$ cat src/rtl/mc_control_fsm.sv
// mc_control_fsm -- multicycle control unit for an RV32I core.
//
// A Moore FSM steps each instruction through FETCH / DECODE / execute /
// memory / writeback states and decodes the opcode fields into the
// datapath selects, write enables, immediate type and ALU control.
//
// Ports
//   clk         core clock, rising edge
//   reset_n     asynchronous active-low reset (state -> FETCH, writes off)
//   op          Instr[6:0]
//   funct3      Instr[14:12]
//   funct7b5    Instr[30]
//   Zero        ALU zero flag, consumed in the BEQ cycle
//   PCWrite     PC enable = PCUpdate | (Branch & Zero)
//   AdrSrc      memory address: 0=PC, 1=ALUOut
//   MemWrite    data memory write enable
//   IRWrite     IR/OldPC enable
//   RegWrite    register file write enable
//   ResultSrc   00=ALUOut, 01=Data, 10=ALUResult
//   ALUSrcA     00=PC, 01=OldPC, 10=RegA
//   ALUSrcB     00=RegB, 01=ImmExt, 10=constant 4
//   ImmSrc      00=I, 01=S, 10=B, 11=J
//   ALUControl  000 add, 001 sub, 010 and, 011 or, 101 slt
//   InstrDone   high in the last cycle of lw/sw/R/I/beq/jal
//   IllegalOp   high in DECODE for an unsupported opcode
module mc_control_fsm #(
  parameter int STATE_W = 4
) (
  input  logic       clk,
  input  logic       reset_n,
  input  logic [6:0] op,
  input  logic [2:0] funct3,
  input  logic       funct7b5,
  input  logic       Zero,
  output logic       PCWrite,
  output logic       AdrSrc,
  output logic       MemWrite,
  output logic       IRWrite,
  output logic       RegWrite,
  output logic [1:0] ResultSrc,
  output logic [1:0] ALUSrcA,
  output logic [1:0] ALUSrcB,
  output logic [1:0] ImmSrc,
  output logic [2:0] ALUControl,
  output logic       InstrDone,
  output logic       IllegalOp
);

  localparam logic [6:0] OP_LW  = 7'b0000011;
  localparam logic [6:0] OP_SW  = 7'b0100011;
  localparam logic [6:0] OP_R   = 7'b0110011;
  localparam logic [6:0] OP_I   = 7'b0010011;
  localparam logic [6:0] OP_BEQ = 7'b1100011;
  localparam logic [6:0] OP_JAL = 7'b1101111;

  typedef enum logic [STATE_W-1:0] {
    S_FETCH, S_DECODE, S_MEMADR, S_MEMREAD, S_MEMWB, S_MEMWRITE,
    S_EXECR, S_EXECI, S_ALUWB, S_BEQ, S_JAL
  } state_e;

  state_e state_q, state_d;

  // Raw per-state controls, before reset gating and ALU decode.
  logic       pc_update, branch, mem_write_raw, ir_write_raw, reg_write_raw;
  logic [1:0] alu_op;

  // NOTE: sequential state uses non-blocking assignments so every flop
  // samples the pre-edge value of its inputs.
  always_ff @(posedge clk or negedge reset_n) begin
    if (!reset_n) state_q <= S_FETCH;
    else          state_q <= state_d;
  end

  // NOTE: every signal driven here gets a default first; a path that
  // skipped one would infer a latch.
  always_comb begin
    state_d       = S_FETCH;
    pc_update     = 1'b0;
    branch        = 1'b0;
    mem_write_raw = 1'b0;
    ir_write_raw  = 1'b0;
    reg_write_raw = 1'b0;
    alu_op        = 2'b00;
    AdrSrc        = 1'b0;
    ResultSrc     = 2'b00;
    ALUSrcA       = 2'b00;
    ALUSrcB       = 2'b00;
    InstrDone     = 1'b0;
    IllegalOp     = 1'b0;

    unique case (state_q)
      S_FETCH: begin
        state_d      = S_DECODE;
        ir_write_raw = 1'b1;
        pc_update    = 1'b1;
        ALUSrcB      = 2'b10;
        ResultSrc    = 2'b10;
      end
      S_DECODE: begin
        // Branch target is precomputed into ALUOut here.
        ALUSrcA = 2'b01;
        ALUSrcB = 2'b01;
        unique case (op)
          OP_LW, OP_SW: state_d = S_MEMADR;
          OP_R:         state_d = S_EXECR;
          OP_I:         state_d = S_EXECI;
          OP_BEQ:       state_d = S_BEQ;
          OP_JAL:       state_d = S_JAL;
          default: begin
            state_d   = S_FETCH;
            IllegalOp = 1'b1;
          end
        endcase
      end
      S_MEMADR: begin
        ALUSrcA = 2'b10;
        ALUSrcB = 2'b01;
        state_d = (op == OP_SW) ? S_MEMWRITE : S_MEMREAD;
      end
      S_MEMREAD: begin
        state_d = S_MEMWB;
        AdrSrc  = 1'b1;
      end
      S_MEMWB: begin
        ResultSrc     = 2'b01;
        reg_write_raw = 1'b1;
        InstrDone     = 1'b1;
      end
      S_MEMWRITE: begin
        AdrSrc        = 1'b1;
        mem_write_raw = 1'b1;
        InstrDone     = 1'b1;
      end
      S_EXECR: begin
        state_d = S_ALUWB;
        ALUSrcA = 2'b10;
        alu_op  = 2'b10;
      end
      S_EXECI: begin
        state_d = S_ALUWB;
        ALUSrcA = 2'b10;
        ALUSrcB = 2'b01;
        alu_op  = 2'b10;
      end
      S_ALUWB: begin
        reg_write_raw = 1'b1;
        InstrDone     = 1'b1;
      end
      S_BEQ: begin
        ALUSrcA   = 2'b10;
        alu_op    = 2'b01;
        branch    = 1'b1;
        InstrDone = 1'b1;
      end
      S_JAL: begin
        // Old PC + 4 becomes the link value written back in ALUWB.
        state_d   = S_ALUWB;
        ALUSrcA   = 2'b01;
        ALUSrcB   = 2'b10;
        pc_update = 1'b1;
      end
      default: state_d = S_FETCH;
    endcase
  end

  // Write enables are masked by reset_n directly so an instruction cut off
  // by reset issues no write even before the state register reloads.
  assign PCWrite  = reset_n & (pc_update | (branch & Zero));
  assign IRWrite  = reset_n & ir_write_raw;
  assign RegWrite = reset_n & reg_write_raw;
  assign MemWrite = reset_n & mem_write_raw;

  always_comb begin
    unique case (op)
      OP_SW:   ImmSrc = 2'b01;
      OP_BEQ:  ImmSrc = 2'b10;
      OP_JAL:  ImmSrc = 2'b11;
      default: ImmSrc = 2'b00;
    endcase
  end

  always_comb begin
    ALUControl = 3'b000;
    unique case (alu_op)
      2'b00: ALUControl = 3'b000;
      2'b01: ALUControl = 3'b001;
      default: begin
        unique case (funct3)
          // Only R-type (op[5]=1) uses funct7b5 to select sub; addi ignores it.
          3'b000:  ALUControl = (funct7b5 & op[5]) ? 3'b001 : 3'b000;
          3'b010:  ALUControl = 3'b101;
          3'b110:  ALUControl = 3'b011;
          3'b111:  ALUControl = 3'b010;
          default: ALUControl = 3'b000;
        endcase
      end
    endcase
  end

endmodule

$ cat config.mk
export PLATFORM = sky130hd
export DESIGN_NAME = mc_control_fsm
export DESIGN_NICKNAME = d
export VERILOG_FILES = /design/src/rtl/mc_control_fsm.sv
export SDC_FILE = /design/constraint.sdc
export NUM_CORES = 1
export LEC_CHECK = 0
export BUFFER_PORTS_ARGS = -buffer_cell sky130_fd_sc_hd__buf_2
export CAP_MARGIN = 20
export CORE_MARGIN = 1.5
export CORE_UTILIZATION = 36
export CTS_CLUSTER_DIAMETER = 50
export DETAILED_ROUTE_END_ITERATION = 6
export PLACE_DENSITY = 0.75
export SYNTH_ARGS = -nofsm -noshare
export SYNTH_HDL_FRONTEND = slang
export SYNTH_SLANG_ARGS = --single-unit
export TNS_END_PERCENT = 30
$ cat constraint.sdc
create_clock -name clk -period 1.1 [get_ports clk]
set_input_delay 0.165 -clock clk [delete_from_list [all_inputs] [get_ports clk]]
set_output_delay 0.165 -clock clk [all_outputs]
set_load 0.05 [all_outputs]
==> results of run 1 <==
## repair_timing
| item | CTS |
|---|---|
| buffers inserted | 2 |
| endpoints found under the setup margin | 22 |
| pin swaps | 3 |
| endpoints found under the hold margin | 4 |
| hold buffers | 1 |
| resized for setup | 46 |
## per-stage QoR
step           setup TNS, ns  area [µm²]  cells  hold slack [ns]
4_1_cts                -8.54        1230    153            0.347
3_3_place_gp           -5.74        1030    147            0.113
2_1_floorplan          -6.63         653     73           -0.131
3_5_place_dp           -6.46        1030    147            0.136
## cells by family after synthesis
kind of cell	count (synthesis)	share of synthesized area
simple gates	39	0.423
xor+xnor	4	0.0697
compound gates	19	0.249
flops	4	0.199
buf+inv	7	0.0597
==> results.ini, run 1 <==
[yosys]
synth_common_cells = 10 x nor2_1, 6 x o21ai_0, 5 x nand2_1
synth_ff_type = dfrtp_1
synthDistinctLibCells = 29
syn-num-nets = 87
ys_async_sr_fraction = 1.00
synth-edff-count = 0
yosys.area.top_type = dfrtp_1
yosysWarnings = 0
synth.avg_cell_area_um2 = 6.89
syn_area_um2 = 503
yosys-top-cells-area = dfrtp_1 20%, nor2_1 7.5%, o21ai_0 6.0%
yosysSeqAreaShare = 0.199
yosys_register_bits = 4
synth_most_common_cell = nor2_1
synth_top_area_frac = 0.199
synthCells = 73

[clock_tree]
cts_root_buf = clkbuf_4
cts.sinks = 4
clk_path_buf_depth = 2
h-tree-depth = 1
cts_buffers = 3

[run_status]
error = [ERROR DPL-0038] Utilization greater than 100%, impossible to legalize
lastStage = 5_1_grt
status = stopped before the end

[placement]
dp_hpwl_um = 1500
port-buffer-count = 31
post-place-ws_ns = -0.423
gp_congestion = 0.792

[floorplan]
num_rows = 13
die_w_um = 40.4
start_util = 0.387
die_y_um = 40.4
io_pins = 32

[global_route]
grt_max_degree = 12

[sta]
worstEpCategory = primary output
crit_endpoint = PCWrite

==> run 2, diff against run 1 <==
--- a/config.mk
+++ b/config.mk
@@ -7,11 +7,10 @@
 export LEC_CHECK = 0
 export BUFFER_PORTS_ARGS = -buffer_cell sky130_fd_sc_hd__buf_2
 export CAP_MARGIN = 20
-export CORE_MARGIN = 1.5
-export CORE_UTILIZATION = 36
-export CTS_CLUSTER_DIAMETER = 50
+export CORE_AREA = 2 2 63 65
 export DETAILED_ROUTE_END_ITERATION = 6
-export PLACE_DENSITY = 0.75
+export DIE_AREA = 0 0 65 67
+export PLACE_DENSITY_LB_ADDON = 0.15
 export SYNTH_ARGS = -nofsm -noshare
 export SYNTH_HDL_FRONTEND = slang
 export SYNTH_SLANG_ARGS = --single-unit
==> constraint.sdc (replaced) <==
create_clock -name clk -period 1.43 [get_ports clk]
set_input_delay 0.2145 -clock clk [delete_from_list [all_inputs] [get_ports clk]]
set_output_delay 0.2145 -clock clk [all_outputs]
set_load 0.05 [all_outputs]
==> run 2 against run 1 <==
Against the previous run: area after synthesis unchanged; synthesized cell count unchanged; the flow now finishes, with violations (negative setup slack).
==> results.ini, run 2 <==
[cells_and_area]
n_fill_cell = 379
layout_common_cells = 21 x buf_4, 19 x buf_6, 15 x buf_2, 6 x nor2_1, 5 x o21ai_0
drive_gt1_frac = 0.725
top_register = state_q
area_delta_synth_final_pct = 160
largest_reg_flops = 4
layout.cells.most_common = buf_4
top_regs = state_q x4
antenna_cells = 0
nets = 147
finalInstanceArea_mm2 = 0.00131
final_util = 0.362

[clock_tree]
cts.sinks = 4  ; unchanged
h-tree-depth = 1  ; unchanged
clk_latency_ns = 0.21
clkSlewWorstSetupHoldPaths_ns = 0.03
clk_path_buf_depth = 2  ; unchanged
cts_buffers = 3  ; unchanged
cts_tree = done
cts_root_buf = clkbuf_8

[detailed_routing]
dr.first_iter.drc_count = 11
drcViolationCount = 0
wl_met3_um = 65
drt_wl_total_um = 1970
wire_per_inst_um = 11.0
wl_met1_um = 874
wl_met2_um = 1010
top_layer = met4
first_pass_iters = 2
detail-route-antenna-nets = 0
routed_via_density = 4.27
vias = 764

[setup_path]
end_kind = output pin
r2r_end = state_q[3]
r2r_slack_ns = 0.13
startpoint = state_q[1]
crit_path_start_kind = register
r2r_cells = 5
critPathKind = register to output pin
worstPathArrival_ns = 1.48
rr_startpoint = state_q[2]
cp_max_fo = 5
cp.required_ns = 1.22
cp-endpoint = PCWrite

[global_route]
grt_usage = 0.0981
antenna_found_initial = 0
grt-ovfl-total = 0
grt_pass1_wl_um = 3260
grt_max_degree = 14
grt_pass1_vias = 742

[yosys]
yosys_register_bits = 4  ; unchanged
synth.avg_cell_area_um2 = 6.89  ; unchanged
synth_top_area_frac = 0.199  ; unchanged
yosys.area.top_type = dfrtp_1
yosys-top-cells-area = dfrtp_1 20%, nor2_1 7.5%, o21ai_0 6.0%
synthCells = 73  ; unchanged
yosysWarnings = 0  ; unchanged
ys_async_sr_fraction = 1.00  ; unchanged
synth_most_common_cell = nor2_1
synth_common_cells = 10 x nor2_1, 6 x o21ai_0, 5 x nand2_1
synthDistinctLibCells = 29  ; unchanged
synth-edff-count = 0  ; unchanged
synth_ff_type = dfrtp_1
syn-num-nets = 87  ; unchanged
yosysSeqAreaShare = 0.199  ; unchanged
syn_area_um2 = 503  ; unchanged

[placement]
post-place-ws_ns = -0.170  ; +0.253 ns
dp_hpwl_um = 1520  ; +1.1%
port-buffer-count = 31  ; unchanged
gp_congestion = 0.680  ; -14%
placed_area_um2 = 981  ; -5.0%

[run_status]
status = complete, but fails checks
violations = negative setup slack

[sta]
worst_slew_pin_slew_ns = 0.272
fin_ws_ns = -0.268
setup_viol = 16
rsz0062_at_grt = yes
slew_violations = 0
period_minus_slack_ns = 1.70
max_slew_margin = 0.818
skew_ns = 0.00235
max_clock_freq_ghz = 0.589
hold_viol = 0
fin_crit_sh = 1.19

[job]
cap_violations = 0

[power]
power_frac_clock = 0.126
p_sw_mw = 0.906
power.density_mw_per_mm2 = 1420
p_seq_frac = 0.087
power_mw = 1.85
ir_drop_v = 0.000623
p_int_mw = 0.948
total_leakage_power_nw = 0.571
comb_power_share = 0.787
p_sw_frac = 0.489

[floorplan]
start_util = 0.139  ; -0.247
die_w_um = 65  ; +61%
num_rows = 22  ; +9
die_y_um = 67  ; +66%
core_mm2 = 0.00361
floorplan.die_area_mm2 = 0.00436
io_pins = 32  ; unchanged

[min_path]
hp-class = input pin to register

run 2: layer usage:
metal	GRT usage	up-vias
met5	0	-
met4	0.0479	0
met3	0.0152	2
met2	0.165	18
met1	0.122	358
li1	-	386
run 2: worst min-delay path by stage:
stage,start,to,slack [ns],depth (start not counted)
after global routing,op[3],state_q[0],0.44,4
after CTS,op[3],state_q[0],0.41,4
after floorplan,reset_n,state_q[0],-0.08,0
after global placement,reset_n,state_q[0],0.06,1
final,op[2],state_q[0],0.41,4
after detailed placement,reset_n,state_q[0],0.06,1
run 2: logic make-up (layout without fill, tap and decap cells):
| family | count (synthesis) | after routing | share of synthesized area |
|---|---|---|---|
| and+or+nand+nor | 39 | 39 | 0.423 |
| AOI/OAI and AO/OA | 19 | 19 | 0.249 |
| buffers and inverters | 7 | 65 | 0.0597 |
| xor gates and xnor gates | 4 | 4 | 0.0697 |
| DFF | 4 | 4 | 0.199 |
run 2: critical path, cell delays in order (launching register included):
cell and delay, ns:
dfrtp_2 0.44, buf_6 0.15, xor2_2 0.14, nor2_1 0.11
a31oi_2 0.06, nor3b_4 0.19, buf_6 0.18
run 2: per-stage QoR:
stage	TNS, ns	hold WS, ns	cells
after CTS	-2.88	0.406	176
after global placement	-1.13	0.0598	167
after global routing	-3.40	0.440	179
after floorplan	-1.64	-0.0811	73
after detailed placement	-1.18	0.0620	167
final	-2.26	0.410	179
run 2: final cells by class:
cell class,count,area (µm²),area share
Clock buffer,3,41.3,0.0316
Inverter,3,13.8,0.0105
Multi-Input combinational cell,62,588,0.450
Sequential cell,4,104,0.0795
Tap cell,48,60.1,0.0460
Timing Repair Buffer,59,499,0.382
run 2: power groups by stage:
stage	registers (mW)	clock network (mW)	logic, mW
finish	0.161	0.233	1.46
global route	0.163	0.254	1.55
floorplan	0.164	0	0.805
global placement	0.165	0	1.13
detailed placement	0.163	0	1.13
CTS	0.158	0.241	1.35
run 2: repair_timing:
item / CTS / global route
pin swaps: 5 / 1
cloned: 0 / 0
endpoints found under the hold margin: 4 / 0
setup endpoints to repair: 16 / 17
hold buffers: 1 / 0
resized for setup: 45 / 15
buffers inserted: 5 / 3
(Power assumes the default switching activity.)
==> run 3, diff against run 2 <==
--- a/config.mk
+++ b/config.mk
@@ -10,7 +10,8 @@
 export CORE_AREA = 2 2 63 65
 export DETAILED_ROUTE_END_ITERATION = 6
 export DIE_AREA = 0 0 65 67
-export PLACE_DENSITY_LB_ADDON = 0.15
+export GPL_TIMING_DRIVEN = 0
+export PLACE_DENSITY = 0.44
 export SYNTH_ARGS = -nofsm -noshare
 export SYNTH_HDL_FRONTEND = slang
 export SYNTH_SLANG_ARGS = --single-unit
==> run 3 against run 2 <==
Against the previous run: the run still ends with negative setup slack left; global-route usage fell by 1.2 points; non-clock buffer count down 15; critical path depth shrank 2; largest power group unchanged; highest routed layer unchanged.
==> results.ini, run 3 (synthesized netlist as in run 2, its figures left out) <==
[setup_path]
crit_path_start_kind = register
r2r_slack_ns = 0.15  ; +0.02 ns
end_kind = output pin
cp.required_ns = 1.22  ; about the same
r2r_end = state_q[0]
worstPathArrival_ns = 1.44  ; -0.04 ns
r2r_cells = 4  ; -1
critPathKind = register to output pin
startpoint = state_q[0]
rr_startpoint = state_q[1]
cp-endpoint = PCWrite
cp_max_fo = 6  ; +1

[global_route]
grt-ovfl-total = 0  ; unchanged
grt_max_degree = 11  ; -3
antenna_found_initial = 0  ; unchanged
grt_pass1_vias = 701  ; -5.5%
grt_usage = 0.0860  ; -0.0121
grt_pass1_wl_um = 2940  ; -9.7%

[detailed_routing]
vias = 698  ; -8.6%
dr.first_iter.drc_count = 20  ; +9
first_pass_iters = 2  ; unchanged
detail-route-antenna-nets = 0  ; unchanged
drcViolationCount = 0  ; unchanged
drt_wl_total_um = 1860  ; -5.6%
routed_via_density = 4.26  ; -0.28%
wire_per_inst_um = 11.3  ; +3.0%

[clock_tree]
cts_root_buf = clkbuf_8
h-tree-depth = 1  ; unchanged
cts_buffers = 3  ; unchanged
clk_latency_ns = 0.21  ; about the same
cts.sinks = 4  ; unchanged
cts_tree = done
clkSlewWorstSetupHoldPaths_ns = 0.03  ; about the same
clk_path_buf_depth = 2  ; unchanged

[sta]
slew_violations = 0  ; unchanged
setup_viol = 16  ; unchanged
whs_ns = 0.377  ; -0.0327 ns
period_minus_slack_ns = 1.66  ; -0.0387 ns
max_clock_freq_ghz = 0.603  ; +2.3%
fin_ws_ns = -0.229  ; +0.0387 ns
hold_viol = 0  ; unchanged
worst_slew_pin_slew_ns = 0.372  ; +0.0998 ns
max_slew_margin = 0.750  ; -0.0683
fin_crit_sh = 1.16  ; -0.0270
rsz0062_at_grt = yes
skew_ns = 0.00258  ; +0.000228 ns

[min_path]
hp-class = input pin to register

[power]
ir_drop_v = 0.000687  ; +10%
total_leakage_power_nw = 0.500  ; -12%
power.density_mw_per_mm2 = 1460  ; +3.0%

[placement]
port-buffer-count = 31  ; unchanged
gp_congestion = 0.687  ; +1.0%
dp_hpwl_um = 1410  ; -7.3%
post-place-ws_ns = -0.283  ; -0.113 ns

[job]
cap_violations = 0  ; unchanged

[cells_and_area]
antenna_cells = 0  ; unchanged
drive_gt1_frac = 0.707  ; -0.0183
layout_common_cells = 18 x buf_6, 14 x buf_2, 7 x buf_4, 6 x nor2_1
layout.cells.most_common = buf_6
top_regs = state_q x4
largest_reg_flops = 4  ; unchanged
nets = 132  ; -10%
area_delta_synth_final_pct = 143
top_register = state_q

[floorplan]
die_y_um = 67  ; unchanged
io_pins = 32  ; unchanged
num_rows = 22  ; unchanged
core_mm2 = 0.00361  ; unchanged
floorplan.die_area_mm2 = 0.00436  ; unchanged
die_w_um = 65  ; unchanged
start_util = 0.139  ; unchanged

[run_status]
violations = negative setup slack
status = complete, but fails checks

run 3: cell types whose count changed in the layout (fill, tap and decap cells not counted), moves of 2 or more:
cell and delta:
nand2_1 -2, nand2_2 +2, a31oi_2 -2, buf_4 -14
run 3: worst min-delay path by stage:
stage,from,endpoint,slack (ns),cells after the start
after floorplan,reset_n,state_q[0],-0.08,0
after global placement,reset_n,state_q[3],0.05,1
after detailed placement,reset_n,state_q[3],0.06,1
after CTS,op[4],state_q[2],0.37,4
after global routing,op[4],state_q[2],0.41,4
final,op[4],state_q[2],0.38,4
run 3: cell type report:
type                            instances  area [µm²]
Multi-Input combinational cell         62         599
Sequential cell                         4         105
Tap cell                               48        60.1
Timing Repair Buffer                   40         335
Buffer                                  4        67.6
Inverter                                3        13.8
Fill cell                             373        2380
Clock buffer                            3        41.3
run 3: per-stage QoR:
step / total power [mW] / area (µm²) / std cells / setup TNS (ns) / util
after floorplan: 0.970 / 646 / 73 / -1.64 / -
after global placement: 1.16 / 861 / 152 / -1.25 / 0.239
after detailed placement: 1.17 / 861 / 152 / -1.36 / 0.239
after CTS: 1.72 / 1160 / 161 / -2.00 / 0.323
after global routing: 1.88 / 1220 / 164 / -2.66 / 0.339
final: 1.79 / 1220 / 164 / -1.78 / 0.339
run 3: what timing repair did:
item | 4_1_cts | 5_1_grt
resized for setup | 56 | 11
hold buffers | 1 | 0
endpoints found under the hold margin | 4 | 0
buffers inserted | 5 | 3
pin swaps | 5 | 2
setup endpoints to repair | 16 | 17
run 3: critical path, stage by stage, from the launching register on:
cell and delay [ns]:
dfrtp_2 0.42, nor2b_4 0.26, a31oi_1 0.16, nor3b_4 0.21
buf_6 0.18
run 3: layer usage:
metal	global-route usage	vias up	routed length (µm)
li1	-	352	-
met1	0.0963	324	783
met5	0	-	0
met4	0.0319	0	19
met2	0.160	20	980
met3	0.0169	2	75
run 3: report_power, final:
group	total, mW	switching (mW)	internal [mW]
Clock	0.230	0.0510	0.179
Sequential	0.181	0.0428	0.138
Combinational	1.38	0.802	0.575
Total	1.79	0.895	0.892
==> run 4, diff against run 3 <==
==> constraint.sdc (replaced) <==
create_clock -name clk -period 1.43 [get_ports clk]
set_input_delay 0.2145 -clock clk [delete_from_list [all_inputs] [get_ports clk]]
set_output_delay 0.2145 -clock clk [all_outputs]
set_load 0.1 [all_outputs]
==> run 4 against run 3 <==
Against the previous run: the run still ends with negative setup slack left; hold slack worse by 0.0018 ns; fmax down 4.2%; register-to-register slack about the same; wire length up 5.5%; final area up 6.8%; critical path type unchanged.
==> results.ini, run 4 (synthesized netlist as in run 2, its figures left out) <==
[run_status]
status = complete, but fails checks
violations = negative setup slack

[power]
power_frac_clock = 0.101  ; -0.028
ir_drop_v = 0.000792  ; +15%
p_sw_mw = 1.32  ; +48%
p_sw_frac = 0.581  ; +0.0803
power_mw = 2.28  ; +27%
power.density_mw_per_mm2 = 1740  ; +19%
total_leakage_power_nw = 0.528  ; +5.5%
comb_power_share = 0.823  ; +0.053
p_seq_frac = 0.076  ; -0.025
p_int_mw = 0.954  ; +6.9%

[sta]
fin_ws_ns = -0.302  ; -0.0733 ns
hold_viol = 0  ; unchanged
fin_crit_sh = 1.21  ; +0.0512
rsz0062_at_grt = yes
max_clock_freq_ghz = 0.577  ; -4.2%
period_minus_slack_ns = 1.73  ; +0.0733 ns
setup_viol = 16  ; unchanged
whs_ns = 0.375  ; -0.00177 ns
worst_slew_pin_slew_ns = 0.276  ; -0.0958 ns
slew_violations = 0  ; unchanged
max_slew_margin = 0.816  ; +0.0659
skew_ns = 0.00191  ; -0.000670 ns

[setup_path]
cp.required_ns = 1.22  ; about the same
crit_path_start_kind = register
critPathKind = register to output pin
cp_max_fo = 4  ; -2
crit_family = flip-flops
path_buf_inv = 2  ; +1
path_cells = buf_4, nor2b_4, nand2_2, o32ai_4, buf_12
crit_path_top_delay_cell = dfrtp_2
end_kind = output pin
max_stage_delay_ns = 0.44  ; +0.02 ns
worstPathArrival_ns = 1.52  ; +0.08 ns

[cells_and_area]
layout.cells.most_common = buf_2
area_delta_synth_final_pct = 159
antenna_cells = 0  ; unchanged
stdcell_count = 167  ; +1.8%
top_regs = state_q x4
n_fill_cell = 360  ; -3.5%
layout_common_cells = 13 x buf_2, 11 x buf_12, 10 x buf_4, 9 x buf_6, 5 x nor2_1
largest_reg_flops = 4  ; unchanged
drive_gt1_frac = 0.681  ; -0.0262
top_register = state_q
nets = 135  ; +2.3%
final_util = 0.362  ; +0.0229

[global_route]
antenna_found_initial = 0  ; unchanged
grt_usage = 0.0870  ; +0.000978
busiest_layer = met2
grt_pass1_vias = 688  ; -1.9%
grt_max_degree = 11  ; unchanged
met1_usage = 0.0971  ; +0.000719
grt_pass1_wl_um = 2950  ; +0.24%
grt-ovfl-total = 0  ; unchanged
grtUsageMet2 = 0.161  ; +0.00129
use_met3 = 0.00845  ; -0.00845

[clock_tree]
cts_root_buf = clkbuf_8
cts.sinks = 4  ; unchanged
h-tree-depth = 1  ; unchanged
clk_latency_ns = 0.21  ; about the same
cts_buffers = 3  ; unchanged
cts_tree = done
clkSlewWorstSetupHoldPaths_ns = 0.03  ; about the same
clk_path_buf_depth = 2  ; unchanged

[placement]
dp_cells = 152  ; unchanged
port-buffer-count = 31  ; unchanged
gp_congestion = 0.706  ; +2.8%
post-place-ws_ns = -0.394  ; -0.111 ns
dp_hpwl_um = 1430  ; +1.3%

[detailed_routing]
wire_per_inst_um = 11.7  ; +3.6%
drcViolationCount = 0  ; unchanged
dr.first_iter.drc_count = 31  ; +55%
drt_wl_total_um = 1960  ; +5.5%
detail-route-antenna-nets = 0  ; unchanged
vias = 727  ; +4.2%
routed_via_density = 4.35  ; +2.3%
first_pass_iters = 4  ; +2

[floorplan]
start_util = 0.139  ; unchanged
io_pins = 32  ; unchanged
die_y_um = 67  ; unchanged
core_mm2 = 0.00361  ; unchanged
floorplan.die_area_mm2 = 0.00436  ; unchanged
num_rows = 22  ; unchanged
die_w_um = 65  ; unchanged

[min_path]
hp-class = input pin to register

[job]
cap_violations = 0  ; unchanged

run 4: cell count changes in the layout (fill, tap and decap cells not counted), moves of 2 or more:
| cell | before | now |
|---|---|---|
| buf_6 | 18 | 9 |
| buf_4 | 7 | 10 |
| nand2_2 | 3 | 1 |
| a31oi_2 | 0 | 2 |
| buf_12 | 1 | 11 |
| nand2_1 | 2 | 4 |
run 4: power by group through the flow:
stage | Sequential (mW) | Combinational [mW] | Clock, mW
after floorplan | 0.164 | 1.23 | 0
after CTS | 0.185 | 1.78 | 0.237
after global routing | 0.178 | 1.95 | 0.241
after global placement | 0.175 | 1.41 | 0
after detailed placement | 0.175 | 1.42 | 0
final | 0.173 | 1.87 | 0.230
run 4: per-layer routing:
| metal | share of wire | wire length (µm) | vias up |
|---|---|---|---|
| li1 | - | - | 358 |
| met1 | 0.40 | 793 | 346 |
| met2 | 0.55 | 1070 | 21 |
| met3 | 0.038 | 75 | 2 |
| met4 | 0.0097 | 19 | 0 |
| met5 | 0 | 0 | - |
run 4: path summary, 6_finish.rpt:
path	startpoint	to	slack [ns]	cells after the start
max reg2reg	state_q[1]	state_q[0]	0.16	4
max	state_q[3]	ALUControl[0]	-0.30	5
min in group asynchronous	reset_n	state_q[3]	0.44	2
max in group asynchronous	reset_n	state_q[2]	0.79	2
min reg2reg	state_q[0]	state_q[0]	0.74	2
min	op[4]	state_q[2]	0.38	4
run 4: cell type report:
cell class	instances	area (µm²)	share of cell area
Multi-Input combinational cell	62	569	0.436
Timing Repair Buffer	43	455	0.349
Sequential cell	4	105	0.0805
Buffer	4	60.1	0.0460
Tap cell	48	60.1	0.0460
Clock buffer	3	41.3	0.0316
Inverter	3	13.8	0.0105
run 4: repair_timing:
| action | in CTS | in global routing |
|---|---|---|
| setup endpoints to repair | 18 | 17 |
| hold buffers | 1 | 0 |
| cloned | 0 | 0 |
| resized for setup | 73 | 10 |
| pin swaps | 5 | 4 |
| hold endpoints to repair | 4 | 0 |
| buffers inserted | 3 | 8 |
run 4: worst min-delay path, delay by kind of cell:
kind	cells	cell delay [ns]
buffers and inverters	1	0.12
AOI/OAI and AO/OA	1	0.07
and+or+nand+nor	2	0.13
run 4: metrics by stage:
stage / instance area (µm²) / setup TNS (ns)
floorplan: 634 / -10.42
global placement: 850 / -3.46
detailed placement: 850 / -3.60
CTS: 1180 / -2.88
global route: 1310 / -4.13
finish: 1310 / -3.11
